## config.mk

```make
export PLATFORM = sky130hd
export DESIGN_NAME = muldiv_unit
export DESIGN_NICKNAME = d
export VERILOG_FILES = /design/src/rtl/muldiv_unit.sv
export SDC_FILE = /design/constraint.sdc
export NUM_CORES = 1
export LEC_CHECK = 0
export BUFFER_PORTS_ARGS = -buffer_cell sky130_fd_sc_hd__clkbuf_2
export CAP_MARGIN = 20
export CORE_ASPECT_RATIO = 1.5
export CORE_MARGIN = 2
export CORE_UTILIZATION = 50
export CTS_CLUSTER_DIAMETER = 120
export DETAILED_ROUTE_END_ITERATION = 6
export HOLD_SLACK_MARGIN = 0.02
export PLACE_DENSITY = 0.69
export SETUP_SLACK_MARGIN = 0.02
export SYNTH_ARGS = -nofsm -noshare
export SYNTH_HDL_FRONTEND = slang
export SYNTH_SLANG_ARGS = --single-unit
export TNS_END_PERCENT = 10
```

## constraint.sdc

```tcl
create_clock -name clk -period 4.4 [get_ports clk]
set_input_delay 0.88 -clock clk [delete_from_list [all_inputs] [get_ports clk]]
set_output_delay 0.88 -clock clk [all_outputs]
set_load 0.05 [all_outputs]
```

## src/rtl/muldiv_unit.sv

```systemverilog
// muldiv_unit: iterative MIPS-style multiply/divide unit holding the HI/LO registers
// Ports: clk, reset (sync, active-high); start_i/op_i/a_i/b_i issue an operation
// (000 MULTU, 001 MULT, 010 DIVU, 011 DIV, 100 MTHI, 101 MTLO, 11x no-op);
// busy_o stalls issue and HI/LO reads, done_o/divzero_o pulse on completion, hi_o/lo_o are HI/LO.
// Define MULDIV_SIGNED_EN to make MULT/DIV signed; otherwise they run as MULTU/DIVU.
module muldiv_unit #(
    parameter int WIDTH = 32
) (
    input  logic             clk,
    input  logic             reset,
    input  logic             start_i,
    input  logic [2:0]       op_i,
    input  logic [WIDTH-1:0] a_i,
    input  logic [WIDTH-1:0] b_i,
    output logic             busy_o,
    output logic             done_o,
    output logic             divzero_o,
    output logic [WIDTH-1:0] hi_o,
    output logic [WIDTH-1:0] lo_o
);
    localparam int CW = $clog2(WIDTH);
    localparam logic [1:0] S_IDLE = 2'd0, S_RUN = 2'd1, S_FIX = 2'd2;

    logic [1:0]         state_q, state_d;
    logic [WIDTH-1:0]   hi_q, hi_d, lo_q, lo_d, mb_q, mb_d, rem_q, rem_d;
    logic [2*WIDTH-1:0] prod_q, prod_d;
    logic [CW-1:0]      cnt_q, cnt_d;
    logic               neg_q, neg_d, aneg_q, aneg_d, div_q, div_d, dz_q, dz_d;
    logic               busy_q, busy_d, done_q, done_d, divzero_q, divzero_d;

    logic               sgn, a_neg, b_neg, b_zero;
    logic [WIDTH-1:0]   a_mag, b_mag, sub, quo, rmd;
    logic [WIDTH:0]     mul_sum, shifted;
    logic [2*WIDTH-1:0] prod_fix;
    logic               ge;

`ifdef MULDIV_SIGNED_EN
    assign sgn      = op_i[0];
    assign a_mag    = a_neg ? -a_i : a_i;
    assign b_mag    = b_neg ? -b_i : b_i;
    assign prod_fix = neg_q ? -prod_q : prod_q;
    assign quo      = neg_q ? -prod_q[WIDTH-1:0] : prod_q[WIDTH-1:0];
    assign rmd      = aneg_q ? -rem_q : rem_q;
`else
    assign sgn      = 1'b0;
    assign a_mag    = a_i;
    assign b_mag    = b_i;
    assign prod_fix = prod_q;
    assign quo      = prod_q[WIDTH-1:0];
    assign rmd      = rem_q;
`endif
    assign a_neg  = sgn & a_i[WIDTH-1];
    assign b_neg  = sgn & b_i[WIDTH-1];
    assign b_zero = b_i == '0;

    // Multiply: low half starts as the multiplier and is consumed LSB-first while
    // the partial product grows into the high half.
    assign mul_sum = {1'b0, prod_q[2*WIDTH-1:WIDTH]} + {1'b0, prod_q[0] ? mb_q : '0};
    // Divide: low half starts as the dividend, shifted MSB-first into the partial
    // remainder; quotient bits are shifted in at the bottom. The difference is only
    // kept when it is non-negative, so it always fits WIDTH bits.
    assign shifted = {rem_q, prod_q[WIDTH-1]};
    assign ge      = shifted >= {1'b0, mb_q};
    assign sub     = shifted[WIDTH-1:0] - mb_q;

    always_comb begin
        state_d   = state_q;
        hi_d      = hi_q;
        lo_d      = lo_q;
        mb_d      = mb_q;
        rem_d     = rem_q;
        prod_d    = prod_q;
        cnt_d     = cnt_q;
        neg_d     = neg_q;
        aneg_d    = aneg_q;
        div_d     = div_q;
        dz_d      = dz_q;
        busy_d    = busy_q;
        done_d    = 1'b0;
        divzero_d = 1'b0;
        case (state_q)
            S_IDLE: if (start_i) begin
                if (op_i[2]) begin
                    hi_d = op_i[1:0] == 2'b00 ? a_i : hi_q;
                    lo_d = op_i[1:0] == 2'b01 ? a_i : lo_q;
                end else begin
                    busy_d  = 1'b1;
                    div_d   = op_i[1];
                    dz_d    = op_i[1] & b_zero;
                    neg_d   = a_neg ^ b_neg;
                    aneg_d  = a_neg;
                    mb_d    = b_mag;
                    rem_d   = '0;
                    cnt_d   = CW'(WIDTH - 1);
                    // A zero divisor keeps the raw dividend so FIX can return it in HI.
                    prod_d  = {{WIDTH{1'b0}}, (op_i[1] & b_zero) ? a_i : a_mag};
                    state_d = (op_i[1] & b_zero) ? S_FIX : S_RUN;
                end
            end
            S_RUN: begin
                cnt_d   = cnt_q - 1'b1;
                state_d = cnt_q == '0 ? S_FIX : S_RUN;
                if (div_q) begin
                    rem_d              = ge ? sub : shifted[WIDTH-1:0];
                    prod_d[WIDTH-1:0]  = {prod_q[WIDTH-2:0], ge};
                end else begin
                    prod_d = {mul_sum, prod_q[WIDTH-1:1]};
                end
            end
            default: begin
                state_d   = S_IDLE;
                busy_d    = 1'b0;
                done_d    = 1'b1;
                divzero_d = dz_q;
                if (dz_q) begin
                    hi_d = prod_q[WIDTH-1:0];
                    lo_d = '1;
                end else if (div_q) begin
                    hi_d = rmd;
                    lo_d = quo;
                end else begin
                    {hi_d, lo_d} = prod_fix;
                end
            end
        endcase
    end

    always_ff @(posedge clk) begin
        if (reset) begin
            state_q   <= S_IDLE;
            hi_q      <= '0;
            lo_q      <= '0;
            mb_q      <= '0;
            rem_q     <= '0;
            prod_q    <= '0;
            cnt_q     <= '0;
            neg_q     <= 1'b0;
            aneg_q    <= 1'b0;
            div_q     <= 1'b0;
            dz_q      <= 1'b0;
            busy_q    <= 1'b0;
            done_q    <= 1'b0;
            divzero_q <= 1'b0;
        end else begin
            state_q   <= state_d;
            hi_q      <= hi_d;
            lo_q      <= lo_d;
            mb_q      <= mb_d;
            rem_q     <= rem_d;
            prod_q    <= prod_d;
            cnt_q     <= cnt_d;
            neg_q     <= neg_d;
            aneg_q    <= aneg_d;
            div_q     <= div_d;
            dz_q      <= dz_d;
            busy_q    <= busy_d;
            done_q    <= done_d;
            divzero_q <= divzero_d;
        end
    end

    assign busy_o    = busy_q;
    assign done_o    = done_q;
    assign divzero_o = divzero_q;
    assign hi_o      = hi_q;
    assign lo_o      = lo_q;
endmodule
```

; Word-level counts from Yosys, hierarchy flattened
; Index checks and enable logic that the tools add are counted.
[totals]
register_bits = 204
output_inout_bits = 67
[op_classes]
add_sub_neg = 3
n_lt_le_gt_ge = 1
eq_ne = 9
n_mux = 34
n_bitwise = 3
reduce_logical = 15
[op_table]
columns = operator, n
row1 = $mux 32, 16
row2 = $pmux 32 s2, 3
row3 = $mux 64, 2
row4 = $pmux 64 s2, 1
row5 = $add 32x32->33, 1
row6 = $ge 33x32->1, 1
row7 = $logic_not 32->1, 1
row8 = $sub 32x32->32, 1
row9 = $reduce_and 4->1, 4
row10 = $ne 2x2->1 const B, 7
row11 = $mux 5, 2
row12 = $pmux 5 s2, 1
row13 = $reduce_and 3->1, 3
row14 = $mux 2, 4
row15 = $logic_not 5->1, 1
row16 = $sub 5x1->5 const B, 1
row17 = $eq 2x1->1 const B, 2
row18 = $logic_not 2->1, 2
row19 = $pmux 2 s2, 1
row20 = $mux 1, 3
row21 = $reduce_or 3->1, 1
row22 = $not 1->1, 2
row23 = $pmux 1 s2, 1
row24 = $reduce_and 2->1, 1
row25 = other kinds (3), 3

; Longest topological paths before layout
[logic_depth]
depth_word = 6
depth_mapped = 15
ltp_nobuf = 13

; Worst setup path before layout
; OpenSTA, ideal clock, no wires.
[synth_path]
path_type = register to register
startpoint = register prod_q[0] (netlist: prod_fix[0])
endpoint = register prod_q[63] (netlist: prod_fix[63])
setup_time_ns = 0.058
arrival_time_ns = 3.027
path_slack_ns = 1.315
path_stages_with_launch = 16
period_less_slack_ns = 3.085
cell_sequence = dfxtp_1 clkbuf_1 clkbuf_1 and2_1 ha_1 inv_1 fa_1 nor2b_1 o31ai_1 a21oi_1 o211ai_1 o21a_1 o21ai_0 o21ai_0 o41ai_1 a31o_2
[synth_via]
elab_chain_len = 4
[synth_rtl]
columns = item, line
row1 = from (decl), 26  ; logic [2*WIDTH-1:0] prod_q, prod_d;
row2 = from (signal assigned), 150  ; prod_q <= prod_d;
row3 = $mux 32, 58  ; assign mul_sum = {1'b0, prod_q[2*WIDTH-1:WIDTH]} + {1'b0, prod_q[0] ? mb_q : '0};
row4 = $add 32x32->33, 58
row5 = $mux 32, 103  ; if (div_q) begin
row6 = $pmux 64 s2, 81  ; case (state_q)
; Every way passes these cells. The select of a mux whose other input is x is not followed.
; A chain may end at the register's enable or synchronous reset.

; Worst setup path in the final report
; Same ends and word-level chain as after synthesis.

==> flow_metrics.tcl <==
set metrics [dict create \
    grt_pass1_wl_mm 62.50 \
    powerDensity_nw_per_um2 342.7 \
    ys_seq_area_share_pct 31.98 \
    tightest_slew_ps 976.7 \
    holdWs_ps 474.2 \
    hold_viol 0 \
    cp.arrival_ps 4130 \
    worstHoldEndpoint "mb_q[26]" \
    layoutNonFillerInstCount 2107 \
    synth_flop_cell "dfxtp_1" \
    cts_hold_buf 0 \
    r2r_start "prod_fix[0]" \
    netlist_instances 1696 \
    antenna_cells 0 \
    grt_pass1_vias 11966 \
    rr_endpoint "prod_fix[63]" \
    async_flop_share_pct 0 \
    post_cts_buffers 0 \
    min_path_type "flip-flop to flip-flop" \
    vias_per_cell 5.998 \
    synth_area_leader_cell "dfxtp_1" \
    htreeDepth 1 \
    overflow 0 \
    core_um2 25140 \
    ant_nets 0 \
    netlist.area_leader.share_pct 31.98 \
    die_width_um 134.5 \
    drc 0 \
    nNetsFinal 1901 \
    min_period_ps 3677 \
    num-fill-cells 2380 \
    ys_warn_count 0 \
    reg2reg_slack_ps 720 \
    antenna_found_initial 0 \
    drive_above_1_share_pct 12.82 \
    cts_resized 0 \
    drt_wl_total_mm 39.35 \
    path_max_fanout 22 \
    critPathLaunch "prod_fix[0]" \
    gp_congestion 0.9522 \
    start_kind "flip-flop" \
    max_freq_ghz 0.2720 \
    ir_drop_uv 273.1 \
    path_buf_inv 1 \
    initial_utilization_pct 50.80 \
    dp_hpwl_mm 29.30 \
    grt_usage_pct 28.97 \
    drv_cap 0 \
    cts_tree "done" \
    period_share_pct 83.56 \
    slowest_delay_ps 800 \
    cts_buffers 22 \
    finClkSkew_ps 15.87 \
    crit_family "compound AO/OA/AOI/OAI gates" \
    endpoint_kind "flip-flop" \
    p_leak_uw 0.005806 \
    grt_max_degree 67 \
    final_cell_mix "nand2_1, a21oi_1, dfxtp_1" \
    clk_path_buf_depth 3 \
    multi_input_area_um2 8011 \
    clk_pin_slew_ps 60 \
    rows 71 \
    syn_area_um2 12770 \
    final_common_cell "nand2_1" \
    synthToLayoutAreaGrowth_pct 12.32 \
    die_h_um 199.7 \
    hp-start "mb_q[26]" \
    crit_slowest_cell "dfxtp_1" \
    relSlewSlack_pct 34.89 \
    grt_setup_unrepaired "false" \
    dpl_worst_slack_ps 882.5 \
    path_class "flip-flop to flip-flop" \
    setup_violations 0 \
    setup_slack_ps 723.3 \
    critPathMostFrequentCell "o21ai_0" \
    synth_edf_count 0 \
    drtIter0Drc 845 \
    numClockSinks 204 \
    yosys_register_bits 204 \
    tns_ps 0 \
    regArea_um2 4089 \
    slew_viol_final 0 \
    synth_area_leaders "dfxtp_1, a21oi_1, nand2_1" \
    r2r_cells 13 \
    status "complete, no violations" \
    clock_latency_ps 520 \
    avgSynthCellArea_um2 7.530 \
    dp.cells 2068 \
    dr.pass1.iters 6 \
    wire_per_inst_um 18.68 \
    vias 12637 \
    cts_root_buf "clkbuf_16" \
    port_buffers 136 \
    crit_required_ps 4850 \
    synth_cell_type_count 81 \
    fp.dieArea_um2 26860 \
    synth_nets 1833 \
    crit_chain "and2_1, ha_1, inv_1, fa_1, nor2b_1, o31ai_1, a21oi_1, o211ai_1, o21a_1, o21ai_0, o21ai_0, o41ai_1, a31o_2" \
    holdPathStages 2 \
    io_pins 137 \
]
[final cells by class]
cell class                 instances  area share, %
multi-input combinational       1326          55.85
clock buffer                      35          4.893
sequential                       204          28.50
tap                              328          2.861
inverter                          50          1.308
timing repair buffer             160          6.018
clock inverter                     4         0.5669
[synthesized netlist by cell type, types with 11 or more instances]
| library cell | instances |
|---|---|
| a211oi_1 | 38 |
| a21o_1 | 23 |
| a21oi_1 | 204 |
| a311oi_1 | 32 |
| and2_1 | 33 |
| buf_1 | 12 |
| clkbuf_1 | 90 |
| dfxtp_1 | 204 |
| ha_1 | 65 |
| inv_1 | 50 |
| mux2i_1 | 68 |
| nand2_1 | 246 |
| nand3_1 | 64 |
| nand4_1 | 11 |
| nor2_1 | 189 |
| nor2b_1 | 13 |
| nor3_1 | 17 |
| o21a_1 | 12 |
| o21ai_0 | 124 |
| xnor2_1 | 29 |
| xor2_1 | 18 |
[metrics by stage]
stage,power (µW),instance area [µm²],util (%)
2_1_floorplan,2704,12770,-
3_3_place_gp,2939,13560,53.94
3_5_place_dp,2948,13560,53.94
4_1_cts,4938,14350,57.06
5_1_grt,5116,14350,57.06
6_report,4916,14350,57.06
[worst reg2reg max path, cell delays in order, from the launching register on]
cell      delay [ps]
dfxtp_1          800
and2_1           230
ha_1             160
inv_1             50
fa_1             370
nor2b_1          250
o31ai_1          140
a21oi_1          220
o211ai_1         260
o21a_1           270
o21ai_0          220
o21ai_0          180
o41ai_1          270
a31o_2           190
[sequential cells by signal (all words and copies together) (netlist names)]
signal     flops
state_q        2
dz_q           1
divzero_o      1
cnt_q          5
mb_q          32
rem_q         32
hi_o          32
lo_o          32
prod_fix      64
done_o         1
div_q          1
busy_o         1
[cells by family (layout without fill, tap and decap cells)]
group                      count (synthesis)  count (layout)  synth area share (%)
and+or+nand+nor                          620             620                 21.29
AOI/OAI and AO/OA                        524             524                 25.78
DFF                                      204             204                 31.98
buffers and inverters                    166             249                 5.722
muxes                                     68              68                 5.330
adders and majority gates                 67              67                 6.682
xor gates and xnor gates                  47              47                 3.223
[power breakdown]
part	switching, µW	total (µW)	internal [µW]
sequential	92.6	2010	1920
combinational	594	908	314
clock	782	1990	1210
[layer usage]
layer | up-vias | track usage [%] | routed length [µm] | part of all wire, %
met1 | 5923 | 33.05 | 15220 | 39
met4 | 0 | 16.06 | 2395 | 6.1
met5 | - | 0 | 0 | 0
met2 | 424 | 52.59 | 19560 | 50
met3 | 128 | 3.182 | 2177 | 5.5
li1 | 6162 | - | - | -
[worst max path at each step]
| stage | end | slack [ps] | depth (start not counted) |
|---|---|---|---|
| floorplan | prod_fix[63] | 1310 | 15 |
| global placement | prod_fix[63] | 970 | 13 |
| detailed placement | prod_fix[63] | 880 | 13 |
| CTS | prod_fix[63] | 840 | 13 |
| global route | prod_fix[63] | 430 | 13 |
| finish | prod_fix[63] | 720 | 13 |
Power figures use the tool's default switching activity.
